==> src/rtl/cordic_arbiter.sv <==
// Round-robin front end for one shared sine/cosine CORDIC core: clamps and issues
// one angle per cycle, tracks the requester ID alongside the core, routes results back.

module cordic_arbiter_lane (
  input  logic       clk,
  input  logic       rst,
  input  logic       i_hit,
  input  logic       i_clamp,
  input  logic [7:0] i_sine,
  input  logic [7:0] i_cosine,
  output logic       o_valid,
  output logic       o_clamped,
  output logic [7:0] o_sine,
  output logic [7:0] o_cosine
);
  always_ff @(posedge clk or posedge rst) begin
    if (rst) begin
      o_valid   <= 1'b0;
      o_clamped <= 1'b0;
      o_sine    <= '0;
      o_cosine  <= '0;
    end else begin
      o_valid <= i_hit;
      if (i_hit) begin
        o_sine    <= i_sine;
        o_cosine  <= i_cosine;
        o_clamped <= i_clamp;
      end
    end
  end
endmodule

module cordic_arbiter #(
  parameter int NREQ    = 4,
  parameter int LATENCY = 8,
  parameter int ANG_MAX = 100
) (
  input  logic              clk,
  input  logic              rst,
  input  logic [NREQ-1:0]   req_valid,
  input  logic [8*NREQ-1:0] req_angle,
  output logic [NREQ-1:0]   req_ready,
  output logic [NREQ-1:0]   rsp_valid,
  output logic [8*NREQ-1:0] rsp_sine,
  output logic [8*NREQ-1:0] rsp_cosine,
  output logic [NREQ-1:0]   rsp_clamped,
  output logic [7:0]        cor_in,
  input  logic [7:0]        cor_sine,
  input  logic [7:0]        cor_cosine,
  output logic              busy
);
  localparam int IDW = (NREQ > 1) ? $clog2(NREQ) : 1;
  localparam logic signed [7:0] LIM  = 8'(ANG_MAX);
  localparam logic signed [7:0] NLIM = -LIM;

  logic [IDW-1:0]              r_rr;
  logic [IDW-1:0]              w_gid;
  logic                        w_gnt;
  logic [NREQ-1:0]             w_oh;
  logic signed [7:0]           w_ang;
  logic signed [7:0]           w_ang_c;
  logic                        w_clamp;
  // Tag pipe has LATENCY+1 entries: the registered cor_in edge plus LATENCY core cycles.
  logic [LATENCY:0]            r_vld_pipe;
  logic [LATENCY:0][IDW-1:0]   r_id_pipe;
  logic [LATENCY:0]            r_cl_pipe;

  function automatic int wrap(input int x);
    return (x >= NREQ) ? x - NREQ : x;
  endfunction

  always_comb begin
    w_gnt = 1'b0;
    w_gid = '0;
    w_oh  = '0;
    for (int off = 0; off < NREQ; off++) begin
      if (!w_gnt && req_valid[wrap(int'(r_rr) + off)]) begin
        w_gnt = 1'b1;
        w_gid = IDW'(wrap(int'(r_rr) + off));
        w_oh[wrap(int'(r_rr) + off)] = 1'b1;
      end
    end
  end

  assign req_ready = rst ? '0 : w_oh;

  always_comb begin
    w_ang   = $signed(req_angle[8*int'(w_gid) +: 8]);
    w_ang_c = w_ang;
    w_clamp = 1'b0;
    if (w_ang > LIM) begin
      w_ang_c = LIM;
      w_clamp = 1'b1;
    end else if (w_ang < NLIM) begin
      w_ang_c = NLIM;
      w_clamp = 1'b1;
    end
  end

  always_ff @(posedge clk or posedge rst) begin
    if (rst) begin
      r_rr       <= '0;
      cor_in     <= '0;
      r_vld_pipe <= '0;
      r_id_pipe  <= '0;
      r_cl_pipe  <= '0;
    end else begin
      r_vld_pipe <= {r_vld_pipe[LATENCY-1:0], w_gnt};
      r_id_pipe  <= {r_id_pipe[LATENCY-1:0], w_gid};
      r_cl_pipe  <= {r_cl_pipe[LATENCY-1:0], w_gnt & w_clamp};
      cor_in     <= w_gnt ? w_ang_c : 8'sd0;
      if (w_gnt)
        r_rr <= (int'(w_gid) == NREQ-1) ? '0 : w_gid + 1'b1;
    end
  end

  assign busy = |r_vld_pipe;

  for (genvar i = 0; i < NREQ; i++) begin : g_lane
    cordic_arbiter_lane u_lane (
      .clk       (clk),
      .rst       (rst),
      .i_hit     (r_vld_pipe[LATENCY] && (r_id_pipe[LATENCY] == IDW'(i))),
      .i_clamp   (r_cl_pipe[LATENCY]),
      .i_sine    (cor_sine),
      .i_cosine  (cor_cosine),
      .o_valid   (rsp_valid[i]),
      .o_clamped (rsp_clamped[i]),
      .o_sine    (rsp_sine[8*i +: 8]),
      .o_cosine  (rsp_cosine[8*i +: 8])
    );
  end
endmodule

==> config.mk <==
export PLATFORM = sky130hd
export DESIGN_NAME = cordic_arbiter
export DESIGN_NICKNAME = d
export VERILOG_FILES = /design/src/rtl/cordic_arbiter.sv
export SDC_FILE = /design/constraint.sdc
export NUM_CORES = 1
export LEC_CHECK = 0
export ABC_AREA = 1
export BUFFER_PORTS_ARGS = -buffer_cell sky130_fd_sc_hd__buf_2
export CAP_MARGIN = 20
export CORE_ASPECT_RATIO = 0.9
export CORE_MARGIN = 5
export CORE_UTILIZATION = 58
export CTS_BUF_LIST = sky130_fd_sc_hd__clkbuf_8
export CTS_CLUSTER_DIAMETER = 200
export DETAILED_ROUTE_END_ITERATION = 7
export PLACE_DENSITY = 0.94
export SETUP_SLACK_MARGIN = 0.05
export SYNTH_ARGS = -nofsm -noshare
export SYNTH_HDL_FRONTEND = slang
export SYNTH_SLANG_ARGS = --single-unit
==> constraint.sdc <==
create_clock -name clk -period 10.4 [get_ports clk]
set_input_delay 0.52 -clock clk [delete_from_list [all_inputs] [get_ports clk]]
set_output_delay 0.52 -clock clk [all_outputs]
set_load 0.02 [all_outputs]
==> After elaboration in Yosys (flattened, before gate mapping) <==
Cells that the tools add are included.
{ "totals": {"inputBits": 54, "out_inout_bits": 85, "wordCells": 119, "reg_bits": 118} }
{ "op_classes": {"n_eq_ne": 4, "n_shift": 1, "n_mux": 43, "n_reduce_logical": 16, "n_lt_le_gt_ge": 14, "bitwise_logic": 4, "add_sub_neg": 8} }
{ "ops": {"columns": ["operator", "n"], "rows": [
  ["$ge A32 B1 Y1 const B", 4],
  ["$lt A32 B4 Y1 const B", 4],
  ["$mux W32", 4],
  ["$shiftx A32 B6 Y8", 1],
  ["$mux W8", 3],
  ["$mux W4", 5],
  ["$mux W1", 18],
  ["$or A4 B4 Y4", 3],
  ["$sub A3 B3 Y4 const B", 3],
  ["$logic_and A1 B1 Y1", 11],
  ["$mux W2", 5],
  ["$ge A3 B3 Y1 const B", 3],
  ["$reduce_or A9 Y1", 1],
  ["$bmux W1 S2", 4],
  ["$demux W1 S2", 4],
  ["$gt A8 B8 Y1 const B", 1],
  ["$lt A8 B8 Y1 const B", 1],
  ["$add A2 B2 Y3 const B", 2],
  ["$eq A2 B1 Y1 const B", 2],
  ["$eq A2 B2 Y1 const B", 2],
  ["$sub A2 B3 Y4 const B", 1],
  ["$add A2 B1 Y3 const B", 1],
  ["$ge A2 B3 Y1 const B", 1],
  ["$logic_not A1 Y1", 3],
  ["3 further kinds", 3]
]} }

==> Longest topological paths before layout <==
Gate-level depths: netlist of run 1.
{ "depth": {"ltp_word": 20, "ltp_mapped": 22, "mapped_depth_nobuf": 20} }

==> By module <==
A second synthesis of run 1 with hierarchy kept.
{ "hier_totals": {"hier_cells": 556, "area_unflattened_um2": 5114.9} }
{ "modules_own_cells": {"columns": ["mod", "seq_area_each_um2", "area_each_um2", "cells_per_inst", "n_inst"], "rows": [
  ["cordic_arbiter_lane", 450.4, 709.4, 74, 4],
  ["cordic_arbiter", 1151.1, 2277.2, 260, 1]
]} }

==> Worst setup path before layout of run 1 <==
No wires, ideal clock.
{ "synth_path": {"kind": "input to output", "startpoint": "input port rst", "endpoint": "output port req_ready[0]", "path_stages": 3, "required_ns": 9.880, "path_slack_ns": 6.498, "arrival_ns": 3.382, "path_cell_list": "inv_1 nand2_1 inv_1"} }
{ "synth_between": {"elab_chain_cells": 1} }
{ "synth_rtl": {"columns": ["element", "line", "text"], "rows": [
  ["from (decl)", "39", "input logic rst,"],
  ["$mux W4", "85", "assign req_ready = rst ? '0 : w_oh;"],
  ["to (decl)", "42", "output logic [NREQ-1:0] req_ready,"]
]} }
No other way between the ends.

==> Worst setup path after layout of run 1 <==
{ "layout_path": {"startpoint": "register r_rr[0]", "endpoint": "register cor_in[6]"} }
{ "layout_between": {"elab_chain_cells": 20, "elab_cells_between_ends": 47, "cone_classes": "add/sub: 7; order compare: 6; shift: 1; mux: 27; reduce/logical: 6"} }
{ "layout_rtl": {"columns": ["element", "line", "text"], "rows": [
  ["from (decl)", "56", "logic [IDW-1:0] r_rr;"],
  ["from (signal assigned)", "113", "r_rr <= (int'(w_gid) == NREQ-1) ? '0 : w_gid + 1'b1;"],
  ["parallel branches: the longest is 19 deep, another holds $sub A3 B3 Y4", null, null],
  ["$mux W8 (*)", "111", "cor_in <= w_gnt ? w_ang_c : 8'sd0;"],
  ["to (signal assigned)", "111", null],
  ["to (decl)", "47", "output logic [7:0] cor_in,"]
]} }
Every way passes the cells marked *. The select of a mux whose other input is x is not followed.
A chain may end at the register's enable or synchronous reset.

==> results of run 1 <==
layer usage:
layer	up-vias	global-route usage	part of all wire	routed length (um)
met5	-	0	0	0
met4	0	0.0619	0.012	133
met3	14	0.0618	0.088	1010
met2	209	0.367	0.49	5630
met1	1888	0.296	0.41	4690
li1	1880	-	-	-
per-stage QoR:
stage | utilization | hold WS [ps]
finish | 0.738 | 82.9
detailed placement | 0.684 | 336
global route | 0.738 | 98.2
floorplan | - | 331
CTS | 0.734 | 77.7
global placement | 0.684 | 334
area by class of cell:
cell class              instances  area (sq um)  share of cell area
repair buffers                140           726               0.121
clock buffers                  18           248              0.0412
inverters                      59           241              0.0402
flip-flops and latches        118          2950               0.491
clock inverters                14           160              0.0267
multi-input cells             303          1560               0.259
well taps                      99           124              0.0206
synth_stat cells:
cell,instances
o21ai_0,69
nand3_2,4
nand2_4,7
nand2_1,128
nand3_1,27
nand3_4,2
a21boi_0,1
nor2_4,2
inv_1,55
nor2_1,8
ha_1,5
nor3_1,4
nand4_1,8
a21oi_1,8
buf_4,9
inv_12,1
nor4_1,2
buf_6,3
o21ai_2,1
nand4_2,1
nand2_2,15
nand3b_1,1
clkbuf_1,12
a21oi_2,1
inv_2,1
inv_4,2
dfrtp_1,118
o221ai_1,4
nor2_2,5
path summary, 6_finish.rpt:
check	start	end	slack, ps	depth (start not counted)
max	r_rr[0]	cor_in[6]	6960	20
min	rst	r_rr[0]	80	2
max reg2reg	r_rr[0]	cor_in[6]	6960	20
min reg2reg	r_id_pipe[11]	r_id_pipe[13]	350	0
max in group asynchronous	rst	g_lane[3].u_lane.o_sine[6]	9280	4
min in group clk	r_id_pipe[11]	r_id_pipe[13]	350	0
cells by family after synthesis:
| family | after synthesis | synth area share |
|---|---|---|
| compound gates | 84 | 0.0910 |
| fa+ha+maj | 5 | 0.0128 |
| buf+inv | 83 | 0.0787 |
| flops | 118 | 0.603 |
| simple gates | 214 | 0.214 |
critical path: cells and delay by family (launching register included):
family | cells | cell delay, ps
simple gates | 12 | 1160
compound gates | 1 | 150
fa+ha+maj | 2 | 700
buf+inv | 5 | 620
flops | 1 | 710
state kept, by name, summed over array words and instances (netlist names):
register and count:
g_lane.u_lane.o_valid 4, r_rr 2, r_cl_pipe 9, g_lane.u_lane.o_clamped 4, g_lane.u_lane.o_sine 32, g_lane.u_lane.o_cosine 32, cor_in 8, r_vld_pipe 9
r_id_pipe 18
placed cells by master, fill, tap and decap left out, drive strengths merged:
cell / synthesis / layout
a21boi: 1 / 1
a21oi: 9 / 9
buf: 12 / 140
bufinv: 0 / 3
clkbuf: 12 / 18
clkinv: 0 / 4
clkinvlp: 0 / 4
dfrtp: 118 / 118
ha: 5 / 5
inv: 59 / 62
nand2: 150 / 150
nand3: 33 / 33
nand3b: 1 / 1
nand4: 9 / 9
nor2: 15 / 15
nor3: 4 / 4
nor4: 2 / 2
o21ai: 70 / 70
o221ai: 4 / 4
==> flow_metrics.tcl, run 1 <==
set metrics [dict create \
    tightestPinTransition_ps 1020 \
    critPathArrivalTime_ps 3770 \
    maxSlewViolCount 0 \
    syn2layout_area_growth_pct 22.7 \
    row_count 31 \
    wirelength_um 11500 \
    grt_max_degree 94 \
    nets 698 \
    cts_tree "built" \
    netlist_instances 504 \
    fin_crit_sh 0.331 \
    synth_top_area_frac 0.603 \
    wire_per_inst_um 15.3 \
    initial_core_util 0.601 \
    clock_latency_ps 410 \
    vias 3991 \
    drv_cap 0 \
    dr.pass1.iters 5 \
    cp-start-kind "flop" \
    h-tree-depth 4 \
    finalHoldViolCount 0 \
    ys_seq_elements 118 \
    numCtsBuffers 17 \
    gp_congestion 0.941 \
    die_h_um 97.2 \
    place_area_sq_mm 0.00557 \
    preCtsSetupSlack_ps 6980 \
    via_per_inst 5.31 \
    drc 0 \
    max_stage_delay_ps 710 \
    fp.dieArea_sq_mm 0.0104 \
    synth_nets 563 \
    synth_cell_types 29 \
    stdcell_count 751 \
    grt_pass1_wl_um 18800 \
    rsz0062_at_grt "no" \
    clock_path_buffers 2 \
    worstSetupPathType "reg2reg" \
    cp_slowest_cell "dfrtp_1" \
    status "complete, no violations" \
    antenna_found_initial 0 \
    slew_headroom 0.319 \
    dpl.hpwl_um 8110 \
    cts_setup_buffers 0 \
    grt_usage 0.225 \
    fmax_mhz 290 \
    synth_area_leaders "dfrtp_1 60%, nand2_1 9.8%, o21ai_0 7.1%, inv_1 4.2%, nand3_1 2.8%" \
    cp.required_ps 10730 \
    finalSetupTns_ps 0 \
    setup_slack_ps 6960 \
    drive_gt1_frac 0.327 \
    cts-hold-fix-buffers 0 \
    grt-ovfl-total 0 \
    core_sq_mm 0.00815 \
    die-width_um 107 \
    synth_area_sq_mm 0.00490 \
    dp_cells 718 \
    root_buffer "clkbuf_8" \
    first_global_vias 3951 \
    drt_iter0_markers 225 \
    fin_area_sq_mm 0.00601 \
    synth_top_area_cell "dfrtp_1" \
    yosys_warnings 0 \
    ios 139 \
    end_kind "flop" \
    ant_nets 0 \
    setup_violations 0 \
    post_cts_resized 0 \
    hp-class "in2async" \
    numPortBuffers 138 \
    crit_fanout 19 \
    skew_ps 10.8 \
    synth_area_per_cell_sq_um 9.71 \
    cts_num_sinks 118 \
    clk_pin_slew_ps 70 \
    ys_seq_area_frac 0.603 \
    n_antenna_cell 0 \
    cp_cell_sequence "inv_12, ha_1, inv_1, nand3_1, nand2_1, inv_1, nand3_4, nand3_4, inv_4, nand2_1, nand2_1, nand2_1, nand2_2, nand3_1, nand3b_1, nand3_1, ha_1, inv_1, nand3_1, a21oi_1" \
    fillCellCount 540 \
    period_minus_slack_ps 3440 \
]
Power of run 1 is left out: the tool's default activity adds up to more than one toggle a clock period on the data nets, which glitch-free logic cannot reach.
==> inputs of run 2 (changes only) <==
- CORE_UTILIZATION: 58 -> 54
- PLACE_DENSITY: 0.94 -> 0.88
- clock period: 10.4 -> 3.4 ns (I/O delays scaled with it)
==> run 2 against run 1 <==
Against the previous run: sequential share of layout area down 1.1 points; wire length up 0.71%; maximum frequency is 9.5% higher; clock skew barely moved; flip-flop and latch count is the same; hold slack worse by 17 ps; global-route usage shrank 1.2 points; count of clock-buffer cells in the layout rose by 1; core utilization shrank 5.5 points; via count increased by 0.80%; critical path type unchanged; critical endpoint unchanged; largest cell class unchanged.
==> flow_metrics.tcl, run 2 (synthesized netlist as in run 1, its figures left out) <==
set metrics [dict create \
    status "complete, no violations" \
    slew_headroom 0.369 \
    fin_crit_sh 0.925 \
    numCtsBuffers 17 \
    fillCellCount 680 \
    end_kind "flop" \
    ios 139 \
    syn2layout_area_growth_pct 25.6 \
    wire_per_inst_um 14.8 \
    rsz0062_at_grt "no" \
    drv_cap 0 \
    mostFrequentLayoutCells "138 x buf_2, 128 x nand2_1, 116 x dfrtp_1, 69 x o21ai_0, 53 x inv_1" \
    grt_usage 0.213 \
    fmax_mhz 318 \
    clock_latency_ps 420 \
    worstSetupPathType "reg2reg" \
    crit_fanout 10 \
    tightestPinTransition_ps 945 \
    setup_violations 0 \
    stdcell_count 782 \
    initial_core_util 0.544 \
    cts_num_sinks 118 \
    finalSetupTns_ps 0 \
    ant_nets 0 \
    core_sq_mm 0.00900 \
    clk_pin_slew_ps 70 \
    dp_cells 742 \
    die_h_um 100 \
    root_buffer "clkbuf_8" \
    maxSlewViolCount 0 \
    h-tree-depth 4 \
    period_minus_slack_ps 3140 \
    drive_gt1_frac 0.344 \
    vias 4023 \
    clock_path_buffers 2 \
    first_global_vias 3883 \
    skew_ps 10.6 \
    nets 706 \
    via_per_inst 5.14 \
    grt_max_degree 123 \
    drt_iter0_markers 343 \
    grt_pass1_wl_um 18300 \
    finalHoldViolCount 0 \
    dr.pass1.iters 7 \
    antenna_found_initial 0 \
    reg_top3 "g_lane.u_lane.o_cosine (32), g_lane.u_lane.o_sine (32), r_id_pipe (18)" \
    gp_congestion 0.925 \
    drc 0 \
    final_common_cell "buf_2" \
    dpl.hpwl_um 7980 \
    grt-ovfl-total 0 \
    row_count 33 \
    critPathArrivalTime_ps 3480 \
    numPortBuffers 138 \
    die-width_um 110 \
    wirelength_um 11500 \
    cp-start-kind "flop" \
    n_antenna_cell 0 \
    fp.dieArea_sq_mm 0.0111 \
    cp.required_ps 3740 \
    cts_tree "built" \
    hp-class "in2reg" \
]
-- run 2: cell types whose count changed in the layout (fill, tap and decap cells not counted), moves of 2 or more --
cell and delta:
dfrtp_2 +2, dfrtp_1 -2, inv_1 -3, buf_12 +2, buf_4 +6
-- run 2: worst paths after layout --
| path | cells after the start | to | slack (ps) | from |
|---|---|---|---|---|
| worst max-delay path | 18 | cor_in[6] | 260 | r_rr[1] |
| worst min-delay path | 3 | g_lane[0].u_lane.o_cosine[2] | 70 | cor_cosine[2] |
| worst max register to register | 18 | cor_in[6] | 260 | r_rr[1] |
| worst min register to register | 0 | r_id_pipe[16] | 340 | r_id_pipe[14] |
| max in group asynchronous | 4 | r_rr[0] | 2460 | rst |
| min in group asynchronous | 4 | g_lane[1].u_lane.o_sine[7] | 490 | rst |
-- run 2: worst max-delay path: stages, from the launching register on --
cell	delay, ps
dfrtp_2	460
inv_2	120
ha_2	310
inv_1	120
nand3_1	110
nand2_1	120
nand4_2	190
nand3_2	140
nand2_4	110
inv_4	140
nand3_1	90
nand2_1	130
nand3_1	100
nand3b_1	100
nand3_1	90
ha_1	340
inv_1	160
nand3_1	100
a21oi_1	140
-- run 2: final cells by class --
cell class	instances	area, sq um	share of cell area
clock inverters	13	179	0.0291
flip-flops and latches	118	2960	0.481
well taps	122	153	0.0248
clock buffers	19	262	0.0425
repair buffers	148	793	0.129
inverters	59	243	0.0395
multi-input cells	303	1570	0.255
-- run 2: stage by stage --
| stage | utilization | hold slack [ps] | instance area, sq um | setup WS, ps |
|---|---|---|---|---|
| after floorplan | - | 331 | 4900 | 564 |
| after global placement | 0.625 | 334 | 5620 | 384 |
| after detailed placement | 0.625 | 335 | 5620 | 112 |
| after CTS | 0.675 | 32.3 | 6070 | 98.5 |
| after global routing | 0.683 | 56.1 | 6150 | 86.7 |
| final | 0.683 | 65.9 | 6150 | 256 |
-- run 2: metal layers --
layer	part of all wire	wire length [um]	up-vias	track usage
li1	-	-	1895	-
met1	0.41	4740	1906	0.272
met2	0.50	5730	208	0.349
met3	0.082	943	14	0.0592
met4	0.012	139	0	0.0748
met5	0	0	-	0
-- run 2: what timing repair did --
action / in CTS / in global routing
hold endpoints to repair: 118 / 0
hold buffers: 1 / 0
buffers inserted: 0 / 7
endpoints found under the setup margin: 0 / 8
gates resized for setup: 0 / 5
Power of run 2 is left out for the same reason.
==> inputs of run 3 (changes only) <==
- BUFFER_PORTS_ARGS: -buffer_cell sky130_fd_sc_hd__buf_2 -> -buffer_cell sky130_fd_sc_hd__clkbuf_2
==> run 3 against run 2 <==
Against the previous run: maximum frequency rose by 3.3%; hold slack got worse by 20 ps; clock skew fell by 3.8 ps.
==> flow_metrics.tcl, run 3 (synthesized netlist as in run 1, its figures left out) <==
set metrics [dict create \
    fp.dieArea_sq_mm 0.0111 \
    final_common_cell "clkbuf_2" \
    first_global_vias 3875 \
    gp_congestion 0.909 \
    critPathArrivalTime_ps 3390 \
    dr.pass1.iters 5 \
    cpLargestDelayFamily "simple AND/OR/NAND/NOR gates" \
    cp-start-kind "flop" \
    finalHoldViolCount 0 \
    vias 3994 \
    drive_gt1_frac 0.340 \
    worstSetupPathType "reg2reg" \
    grt_pass1_wl_um 18200 \
    crit_fanout 10 \
    drt_iter0_markers 324 \
    grt_max_degree 50 \
    cp_common_cell "nand3_1" \
    setup_violations 0 \
    numCtsBuffers 17 \
    multi_input_area_sq_mm 0.00157 \
    numPortBuffers 138 \
    max_stage_delay_ps 440 \
    skew_ps 6.80 \
    via_per_inst 5.11 \
    end_kind "flop" \
    h-tree-depth 4 \
    hp-class "in2reg" \
    period_minus_slack_ps 3040 \
    finalSetupTns_ps 0 \
    initial_core_util 0.544 \
    path_buf_inv 4 \
    nets 706 \
    clock_path_buffers 2 \
    fmax_mhz 329 \
    layout.area.seq_sq_mm 0.00296 \
    cp.required_ps 3750 \
    fillCellCount 657 \
    fin_crit_sh 0.895 \
    clk_pin_slew_ps 70 \
    maxSlewViolCount 0 \
    wirelength_um 11400 \
    syn2layout_area_growth_pct 26.4 \
    die_h_um 100 \
    mostFrequentLayoutCells "138 x clkbuf_2, 128 x nand2_1, 116 x dfrtp_1, 69 x o21ai_0, 54 x inv_1" \
    core_sq_mm 0.00900 \
    slew_headroom 0.371 \
    grt-ovfl-total 0 \
    cts_tree "built" \
    dpl.hpwl_um 8070 \
    drv_cap 0 \
    drc 0 \
    row_count 33 \
    rsz0062_at_grt "no" \
    tightestPinTransition_ps 943 \
    grt_usage 0.211 \
    n_antenna_cell 0 \
    wire_per_inst_um 14.6 \
    reg_top3 "g_lane.u_lane.o_cosine (32), g_lane.u_lane.o_sine (32), r_id_pipe (18)" \
    cts_num_sinks 118 \
    die-width_um 110 \
    antenna_found_initial 0 \
    cp_slowest_cell "dfrtp_2" \
    clock_latency_ps 420 \
    ant_nets 0 \
    status "complete, no violations" \
    cp_cell_sequence "inv_12, ha_1, inv_1, nand3_1, nand2_1, nand4_2, nand3_2, nand2_4, inv_4, nand3_1, nand2_1, nand3_1, nand3b_1, nand3_1, ha_1, inv_2, nand3_1, a21oi_1" \
    root_buffer "clkbuf_8" \
    ios 139 \
]
==> run 3: repair_timing <==
item                                   CTS  global route
setup endpoints to repair                0             8
hold buffers                             1             0
setup buffers                            0             5
resized for setup                        0             6
endpoints found under the hold margin   20             0
==> run 3: path summary, 6_finish.rpt <==
check | start | to | slack (ps) | cells after the start
worst min-delay path | cor_cosine[2] | g_lane[0].u_lane.o_cosine[2] | 50 | 3
worst max register to register | r_rr[0] | cor_in[6] | 360 | 18
worst min register to register | r_id_pipe[14] | r_id_pipe[16] | 350 | 0
max in group asynchronous | rst | r_rr[1] | 2110 | 4
worst max-delay path | r_rr[0] | cor_in[6] | 360 | 18
min in group asynchronous | rst | r_vld_pipe[1] | 320 | 3
==> run 3: worst register-to-register path: stages (launching register included) <==
cell and delay (ps):
dfrtp_2 440, inv_12 70, ha_1 370, inv_1 130, nand3_1 110, nand2_1 120
nand4_2 200, nand3_2 140, nand2_4 110, inv_4 130, nand3_1 90, nand2_1 130
nand3_1 90, nand3b_1 80, nand3_1 80, ha_1 330, inv_2 110, nand3_1 90
a21oi_1 140
==> run 3: routing by layer <==
metal / vias to the layer above / global-route usage / part of all wire
li1: 1897 / - / -
met1: 1884 / 0.287 / 0.43
met2: 190 / 0.328 / 0.48
met3: 23 / 0.0656 / 0.074
met4: 0 / 0.0606 / 0.018
met5: - / 0 / 0
==> run 3: layout make-up <==
class,count,share of cell area
clock buffer,20,0.0445
clock inverter,11,0.0368
inverter,59,0.0396
multi-input combinational,304,0.254
sequential,118,0.477
tap,122,0.0247
timing repair buffer,147,0.123
==> run 3: per-stage QoR <==
stage | instances | worst slack, ps | util | hold slack, ps | area (sq um)
global route | 781 | 70.4 | 0.688 | 46.6 | 6190
finish | 781 | 358 | 0.688 | 46.1 | 6190
CTS | 775 | 129 | 0.681 | 34.2 | 6130
detailed placement | 743 | 153 | 0.624 | 220 | 5620
floorplan | 504 | 564 | - | 331 | 4900
global placement | 743 | 388 | 0.624 | 203 | 5620
Power of run 3 is left out for the same reason.
